$ cat src/rtl/decode_pkg.sv
`default_nettype none
// ============================================================================
//  Module      : decode_pkg
//  Description : Shared types and encodings for the decode stage: op classes,
//                immediate formats and RV32 opcode/funct field constants.
//  Revision    : 1.0 - initial release
// ============================================================================
package decode_pkg;

   // Op class presented downstream; NOP is the reset value
   typedef enum logic [3:0] {
      OP_NOP     = 4'd0,
      OP_ADD     = 4'd1,
      OP_SUB     = 4'd2,
      OP_ADDI    = 4'd3,
      OP_BEQ     = 4'd4,
      OP_BNE     = 4'd5,
      OP_LW      = 4'd6,
      OP_SW      = 4'd7,
      OP_LUI     = 4'd8,
      OP_JAL     = 4'd9,
      OP_ILLEGAL = 4'd15
   } op_t;

   // Immediate layout selector; NONE yields a zero immediate
   typedef enum logic [2:0] {
      IMM_NONE = 3'd0,
      IMM_I    = 3'd1,
      IMM_S    = 3'd2,
      IMM_B    = 3'd3,
      IMM_U    = 3'd4,
      IMM_J    = 3'd5
   } imm_fmt_t;

   localparam logic [6:0] c_OPC_OP     = 7'b0110011;
   localparam logic [6:0] c_OPC_OP_IMM = 7'b0010011;
   localparam logic [6:0] c_OPC_BRANCH = 7'b1100011;
   localparam logic [6:0] c_OPC_LOAD   = 7'b0000011;
   localparam logic [6:0] c_OPC_STORE  = 7'b0100011;
   localparam logic [6:0] c_OPC_LUI    = 7'b0110111;
   localparam logic [6:0] c_OPC_JAL    = 7'b1101111;

   localparam logic [2:0] c_F3_ADD_SUB = 3'b000;
   localparam logic [2:0] c_F3_BEQ     = 3'b000;
   localparam logic [2:0] c_F3_BNE     = 3'b001;
   localparam logic [2:0] c_F3_WORD    = 3'b010;

   localparam logic [6:0] c_F7_ADD     = 7'b0000000;
   localparam logic [6:0] c_F7_SUB     = 7'b0100000;

endpackage
`default_nettype wire

$ cat src/rtl/decode_imm_gen.sv
`default_nettype none
// ============================================================================
//  Module      : decode_imm_gen
//  Description : Combinational immediate generator. Assembles the 32-bit
//                immediate for the selected format and sign-extends it from
//                instr[31] to XLEN.
//  Revision    : 1.0 - initial release
// ============================================================================
module decode_imm_gen
   import decode_pkg::*;
#(
   parameter int XLEN = 32
) (
   input  logic [31:7]     instr,
   input  imm_fmt_t        fmt,
   output logic [XLEN-1:0] imm
);

   logic [31:0] w_imm32;

   // Reassemble immediate bits for each instruction format
   always_comb begin
      w_imm32 = '0;
      case (fmt)
         IMM_I:   w_imm32 = {{20{instr[31]}}, instr[31:20]};
         IMM_S:   w_imm32 = {{20{instr[31]}}, instr[31:25], instr[11:7]};
         IMM_B:   w_imm32 = {{19{instr[31]}}, instr[31], instr[7], instr[30:25], instr[11:8], 1'b0};
         IMM_U:   w_imm32 = {instr[31:12], 12'b0};
         IMM_J:   w_imm32 = {{11{instr[31]}}, instr[31], instr[19:12], instr[20], instr[30:21], 1'b0};
         default: w_imm32 = '0;
      endcase
   end

   // A signed size cast carries instr[31] into the upper bits on XLEN=64
   assign imm = XLEN'($signed(w_imm32));

endmodule
`default_nettype wire

$ cat src/rtl/decode_stage.sv
`default_nettype none
// ============================================================================
//  Module      : decode_stage
//  Description : Single-issue decode stage with a valid/ready skid buffer.
//                One output register plus one skid register keep in_ready a
//                pure flop output. Optional macro DECODE_BYPASS_EN adds a
//                writeback bypass port for source operands.
//  Revision    : 1.0 - initial release
// ============================================================================
module decode_stage
   import decode_pkg::*;
#(
   parameter int  XLEN  = 32,
   parameter int  NREGS = 32,
   localparam int RW    = $clog2(NREGS)
) (
   input  logic            clk,
   input  logic            rst,
`ifdef DECODE_BYPASS_EN
   input  logic            wb_valid,
   input  logic [RW-1:0]   wb_rd,
   input  logic [XLEN-1:0] wb_data,
`endif
   input  logic            in_valid,
   output logic            in_ready,
   input  logic [31:0]     in_instr,
   input  logic [XLEN-1:0] in_pc,
   input  logic [XLEN-1:0] reg_file [NREGS],
   output logic            out_valid,
   input  logic            out_ready,
   output op_t             out_op,
   output logic [RW-1:0]   out_rd,
   output logic [XLEN-1:0] out_rs1_data,
   output logic [XLEN-1:0] out_rs2_data,
   output logic [XLEN-1:0] out_imm,
   output logic [XLEN-1:0] out_pc,
   output logic            out_illegal
);

   typedef struct packed {
      op_t             op;
      logic [RW-1:0]   rd;
      logic [XLEN-1:0] rs1_data;
      logic [XLEN-1:0] rs2_data;
      logic [XLEN-1:0] imm;
      logic [XLEN-1:0] pc;
      logic            illegal;
   } bundle_t;

   typedef enum logic [1:0] {
      S_EMPTY = 2'd0,
      S_FULL  = 2'd1,
      S_SKID  = 2'd2
   } state_t;

   logic [6:0]      w_opcode;
   logic [2:0]      w_funct3;
   logic [6:0]      w_funct7;
   logic [31:0]     w_rs1_idx;
   logic [31:0]     w_rs2_idx;
   logic            w_rs1_oob;
   logic            w_rs2_oob;
   op_t             w_op;
   imm_fmt_t        w_fmt;
   logic            w_rd_en;
   logic            w_use_rs1;
   logic            w_use_rs2;
   logic [XLEN-1:0] w_imm;
   bundle_t         w_dec;
   logic            w_in_xfer;
   logic            w_out_xfer;

   state_t          r_state;
   bundle_t         r_out;
   bundle_t         r_skid;
   logic            r_in_ready;
   logic            r_out_valid;

   assign w_opcode  = in_instr[6:0];
   assign w_funct3  = in_instr[14:12];
   assign w_funct7  = in_instr[31:25];
   assign w_rs1_idx = {27'd0, in_instr[19:15]};
   assign w_rs2_idx = {27'd0, in_instr[24:20]};
   assign w_rs1_oob = (w_rs1_idx >= 32'(NREGS));
   assign w_rs2_oob = (w_rs2_idx >= 32'(NREGS));

   // Classify the instruction: op class, immediate format, register usage
   always_comb begin
      w_op      = OP_ILLEGAL;
      w_fmt     = IMM_NONE;
      w_rd_en   = 1'b0;
      w_use_rs1 = 1'b0;
      w_use_rs2 = 1'b0;
      case (w_opcode)
         c_OPC_OP: begin
            if (w_funct3 == c_F3_ADD_SUB && w_funct7 == c_F7_ADD) begin
               w_op = OP_ADD; w_rd_en = 1'b1; w_use_rs1 = 1'b1; w_use_rs2 = 1'b1;
            end else if (w_funct3 == c_F3_ADD_SUB && w_funct7 == c_F7_SUB) begin
               w_op = OP_SUB; w_rd_en = 1'b1; w_use_rs1 = 1'b1; w_use_rs2 = 1'b1;
            end
         end
         c_OPC_OP_IMM: begin
            if (w_funct3 == c_F3_ADD_SUB) begin
               w_op = OP_ADDI; w_fmt = IMM_I; w_rd_en = 1'b1; w_use_rs1 = 1'b1;
            end
         end
         c_OPC_BRANCH: begin
            if (w_funct3 == c_F3_BEQ) begin
               w_op = OP_BEQ; w_fmt = IMM_B; w_use_rs1 = 1'b1; w_use_rs2 = 1'b1;
            end else if (w_funct3 == c_F3_BNE) begin
               w_op = OP_BNE; w_fmt = IMM_B; w_use_rs1 = 1'b1; w_use_rs2 = 1'b1;
            end
         end
         c_OPC_LOAD: begin
            if (w_funct3 == c_F3_WORD) begin
               w_op = OP_LW; w_fmt = IMM_I; w_rd_en = 1'b1; w_use_rs1 = 1'b1;
            end
         end
         c_OPC_STORE: begin
            if (w_funct3 == c_F3_WORD) begin
               w_op = OP_SW; w_fmt = IMM_S; w_use_rs1 = 1'b1; w_use_rs2 = 1'b1;
            end
         end
         c_OPC_LUI: begin
            w_op = OP_LUI; w_fmt = IMM_U; w_rd_en = 1'b1;
         end
         c_OPC_JAL: begin
            w_op = OP_JAL; w_fmt = IMM_J; w_rd_en = 1'b1;
         end
         default: ;
      endcase
   end

   decode_imm_gen #(
      .XLEN (XLEN)
   ) u_imm_gen (
      .instr (in_instr[31:7]),
      .fmt   (w_fmt),
      .imm   (w_imm)
   );

   // Read operands (x0 and out-of-range addresses read zero) and assemble the bundle
   always_comb begin
      w_dec = '0;
      for (int i = 1; i < NREGS; i++) begin
         if (w_rs1_idx == 32'(i)) w_dec.rs1_data = reg_file[i];
         if (w_rs2_idx == 32'(i)) w_dec.rs2_data = reg_file[i];
      end
`ifdef DECODE_BYPASS_EN
      // A same-cycle writeback to a source register overrides the stale array value
      if (wb_valid && wb_rd != '0 && !w_rs1_oob && w_rs1_idx == 32'(wb_rd)) w_dec.rs1_data = wb_data;
      if (wb_valid && wb_rd != '0 && !w_rs2_oob && w_rs2_idx == 32'(wb_rd)) w_dec.rs2_data = wb_data;
`else
      // Operands come from the register array only
`endif
      w_dec.op      = w_op;
      w_dec.rd      = w_rd_en ? RW'({27'd0, in_instr[11:7]}) : '0;
      w_dec.imm     = w_imm;
      w_dec.pc      = in_pc;
      w_dec.illegal = (w_op == OP_ILLEGAL) || (w_use_rs1 && w_rs1_oob) || (w_use_rs2 && w_rs2_oob);
   end

   assign w_in_xfer  = in_valid && r_in_ready;
   assign w_out_xfer = r_out_valid && out_ready;

   // Skid-buffer FSM; handshake flags are registered alongside the state
   always_ff @(posedge clk or negedge rst) begin
      if (!rst) begin
         r_state     <= S_EMPTY;
         r_out       <= '0;
         r_skid      <= '0;
         r_in_ready  <= 1'b1;
         r_out_valid <= 1'b0;
      end else begin
         case (r_state)
            S_EMPTY: begin
               if (w_in_xfer) begin
                  r_out       <= w_dec;
                  r_out_valid <= 1'b1;
                  r_state     <= S_FULL;
               end
            end
            S_FULL: begin
               if (w_in_xfer && w_out_xfer) begin
                  r_out <= w_dec;
               end else if (w_in_xfer) begin
                  r_skid     <= w_dec;
                  r_in_ready <= 1'b0;
                  r_state    <= S_SKID;
               end else if (w_out_xfer) begin
                  r_out_valid <= 1'b0;
                  r_state     <= S_EMPTY;
               end
            end
            S_SKID: begin
               if (w_out_xfer) begin
                  r_out      <= r_skid;
                  r_in_ready <= 1'b1;
                  r_state    <= S_FULL;
               end
            end
            default: begin
               r_state     <= S_EMPTY;
               r_in_ready  <= 1'b1;
               r_out_valid <= 1'b0;
            end
         endcase
      end
   end

   assign in_ready     = r_in_ready;
   assign out_valid    = r_out_valid;
   assign out_op       = r_out.op;
   assign out_rd       = r_out.rd;
   assign out_rs1_data = r_out.rs1_data;
   assign out_rs2_data = r_out.rs2_data;
   assign out_imm      = r_out.imm;
   assign out_pc       = r_out.pc;
   assign out_illegal  = r_out.illegal;

endmodule
`default_nettype wire

$ cat config.mk
export PLATFORM = sky130hd
export DESIGN_NAME = decode_stage
export DESIGN_NICKNAME = d
export VERILOG_FILES = /design/src/rtl/decode_pkg.sv /design/src/rtl/decode_imm_gen.sv /design/src/rtl/decode_stage.sv
export SDC_FILE = /design/constraint.sdc
export NUM_CORES = 2
export LEC_CHECK = 0
export ABC_AREA = 1
export BUFFER_PORTS_ARGS = -buffer_cell sky130_fd_sc_hd__buf_4
export CAP_MARGIN = 20
export CORE_AREA = 3 3 474 476
export DETAILED_ROUTE_END_ITERATION = 8
export DIE_AREA = 0 0 477 479
export PLACE_DENSITY = 0.3
export SYNTH_ARGS = -nofsm -noshare
export SYNTH_HDL_FRONTEND = slang
export SYNTH_SLANG_ARGS = --single-unit
$ cat constraint.sdc
create_clock -name clk -period 5.36 [get_ports clk]
set_clock_uncertainty 0.1 [all_clocks]
set_input_delay 1.072 -clock clk [delete_from_list [all_inputs] [get_ports clk]]
set_output_delay 1.072 -clock clk [all_outputs]
set_load 0.05 [all_outputs]
==> summary.txt <==
Placed design
  – Post-DP HPWL: 265300 um
  – Port bufs: between 1000 and 1500
  – Final Wtd Congestion: 0.9924

Final layout
  – Area growth syn-to-layout: 54.55%
  – Final Core Density: 20.44%
  – Share of layout cells above drive strength 1: 24.88%
  – Final nets: 7921

Power
  – Maximum vdd drop: 0.1901 mV
  – Power per cell area: around 160 nW/um^2
  – Power, Total: 7.333 mW
  – Lkg Pwr: between 20 and 25 nW

Timing
  – RSZ-0062 raised after global routing: false
  – Slew @ Worst Pin: 1.114 ns
  – Final Cycle Share: 101.4%
  – Slew margin rel.: between 20% and 30%
  – Pins Over Slew Limit: 0
  – Sum Neg Setup Slack: -0.1064 ns
  – Setup violators final: 2
  – Achievable Freq: 184.0 MHz
  – Final setup margin: -0.07435 ns
  – Final hold violations: 0
  – Post-route minimum period: 5.434 ns

GRT
  – Largest net degree at the start of global routing: ~180
  – Gr ovfl total: 0
  – Initial antenna violation count: 174
  – Overall Global Routing Usage: 26.13%
  – First-pass GRT wire length: 405500 um
  – Vias in the first global route: 41990

Critical path
  – Most used cell, CP: nand4_1
  – Reg2Reg Depth: 9
  – FF-to-FF End: out_imm[3]
  – CP max stage delay: 0.37 ns
  – Worst EP arrival: 5.76 ns
  – RR Startpoint: r_state[1]
  – Critical Path Start Type: primary input
  – Setup crit end kind: register
  – Worst path slowest cell: nand4_1
  – Critical path fanouts, max: 22
  – Reg-to-reg slack, setup: around 2.4 ns
  – Worst setup path category: in2reg
  – Critical path required time: about 5.7 ns

Hold path
  – Hold-critical path depth: 2
  – Worst Hold Endpoint: r_skid[7]
  – Worst hold path class: reg2reg
  – Hold wc startpoint: r_skid[7]

Floorplanning
  – Core Area: approximately 220000 um^2
  – Die width: approximately 480 um
  – I/O pins: approximately 1200
  – Initial core utilization: 13.22%
  – Die area: 228500 um^2
  – Die H: 479 um
  – Cell Rows: roughly 170

Job
  – # Max-Cap Violations: 0

Synthesis
  – EDFF count, synth: 0
  – Cell Area, Synth: around 29000 um^2
  – Synth async-reset ratio: 100.0%
  – Yosys cell types: 35
  – Yosys reg bits: 280
  – Syn Inst Count: roughly 5600
  – Syn Area/Cell: ~5.3 um^2
  – Top cell type's share of synthesized area: just over 30%
  – Synth Flop Type: dfrtp_1
  – Dominant cells by area after synthesis: nand2_1 30%, dfrtp_1 24%, nor2_1 12%, nand4_1 11%, inv_1 7.4%
  – Leading area contributor after synthesis: nand2_1
  – Yosys warnings: 0
  – Register area share after synthesis: 23.93%
  – Syn Nets: about 6700

Clock network
  – Hold buffer count at CTS: 0
  – Worst-path clk slew: 0.06 ns
  – Cts bufs inserted: 37
  – CTS tree: built
  – Clock latency on the worst-skew pair: 0.56 ns
  – Clock buffer depth: 3
  – Root Driver: clkbuf_16
  – H-Tree Depth: 2
  – CTS sink count: 280

Route
  – Vias per cell: 4.389
  – DR DRC count: 0
  – Total number of vias: ~43000
  – DRT antenna net count: 0
  – Initial DRC count: about 4300
  – DRT Wirelength: 313100 um
  – Drt first pass iters: 7
  – Drt wl/cell: 31.62 um

Status
  – Status: finished, violations left
  – Failing checks: setup timing
## worst max path at each step
stage / slack (ns) / end / startpoint
floorplan: 2.12 / out_rs1_data[11] / in_instr[15]
global placement: -0.72 / out_rs1_data[24] / in_instr[16]
detailed placement: -0.73 / out_rs1_data[24] / in_instr[16]
CTS: 0.05 / out_rs1_data[24] / in_instr[16]
global route: 0.007 / out_rs1_data[24] / in_instr[16]
finish: -0.07 / out_rs2_data[23] / in_instr[20]
## what timing repair did
action / CTS / global route
endpoints found under the setup margin: 2 / 4
hold endpoints to repair: 0 / 0
pin swaps: 0 / 3
buffers inserted: 0 / 0
resized for setup: 2 / 6
## worst max-delay path: cells and delay by family
family | cells | cell delay [ns]
buffers and inverters | 8 | 1.39
and+or+nand+nor | 21 | 3.26
## stage by stage
step / setup slack [ns] / cell area, um^2 / hold slack, ns / instances
2_1_floorplan: 2.123 / 29280 / 0.3422 / 5572
3_3_place_gp: -0.7205 / 43940 / 0.3538 / 9765
3_5_place_dp: -0.7333 / 43940 / 0.3583 / 9765
4_1_cts: 0.04600 / 45050 / 0.3731 / 9824
5_1_grt: 0.006895 / 45170 / 0.3841 / 9866
6_report: -0.07435 / 45260 / 0.3708 / 9902
## cell usage after synthesis, types with 6 or more instances
master     number
clkbuf_1      241
inv_1         576
nor2_1        949
nand2_1      2375
buf_1          11
nand4_1       503
nor2_2          6
dfrtp_1       279
inv_2          12
o21ai_1         7
a31oi_1        32
or2_2          41
o21ai_0       143
nor4_1         11
buf_2          58
o2111ai_1      38
clkinv_1        6
o22ai_1         7
nor3_1          9
buf_4           9
a21oi_1        88
nand3_1       148
nor3_2          6
## cells in the final DEF (no fill, tap or decap), types with 6 or more instances in the layout
cell type	count
a21oi_1	88
a31oi_1	32
buf_12	36
buf_4	1501
clkbuf_1	6
clkbuf_16	37
clkbuf_8	7
clkinv_1	6
clkinv_2	6
dfrtp_1	279
diode_2	78
inv_1	573
inv_2	10
nand2_1	2368
nand2_2	7
nand3_1	148
nand4_1	503
nor2_1	919
nor2_2	11
nor2_4	30
nor3_1	9
nor4_1	11
o2111ai_1	38
o21ai_0	142
o21ai_1	8
o22ai_1	7
or2_2	41
## registers in the layout (all words and copies together), names as in the netlist, 2 cells and up
name and flops:
r_skid 138, out_rd 5, out_pc 32, out_rs2_data 32, out_imm 32, out_rs1_data 32, r_state 2, out_op 4
## routing by layer
layer | share of wire (%) | global-route usage, % | vias up
met5 | 0.14 | 0 | -
met3 | 6.0 | 4.867 | 426
met1 | 41 | 31.92 | 20910
li1 | - | - | 20150
met2 | 48 | 45.02 | 1906
met4 | 4.1 | 10.47 | 68
## power by group
group / internal, mW / leakage, nW / total, mW / switching [mW]
Combinational: 1.01 / 18.3 / 2.82 / 1.80
Sequential: 2.12 / 3.18 / 2.12 / 0.00158
Clock: 1.36 / 0.543 / 2.40 / 1.04
Total: 4.49 / 22.0 / 7.33 / 2.84
## cells by family (layout without fill, tap and decap cells)
logic type | after synthesis | count (layout) | synth area share [%]
compound gates | 319 | 319 | 6.149
simple gates | 4059 | 4059 | 57.81
flops | 280 | 280 | 23.93
buf+inv | 914 | 2191 | 12.10
other cells | 0 | 78 | 0
## final cells by class
type	instances	area, um^2
Fill cell	25870	176200
Multi-Input combinational cell	4378	18980
Timing Repair Buffer	1538	12000
Sequential cell	280	7008
Tap cell	2975	3722
Inverter	594	2241
Clock buffer	50	1045
Antenna cell	78	195.2
Clock inverter	9	57.56
No activity file was read; power rests on OpenSTA's default activity.
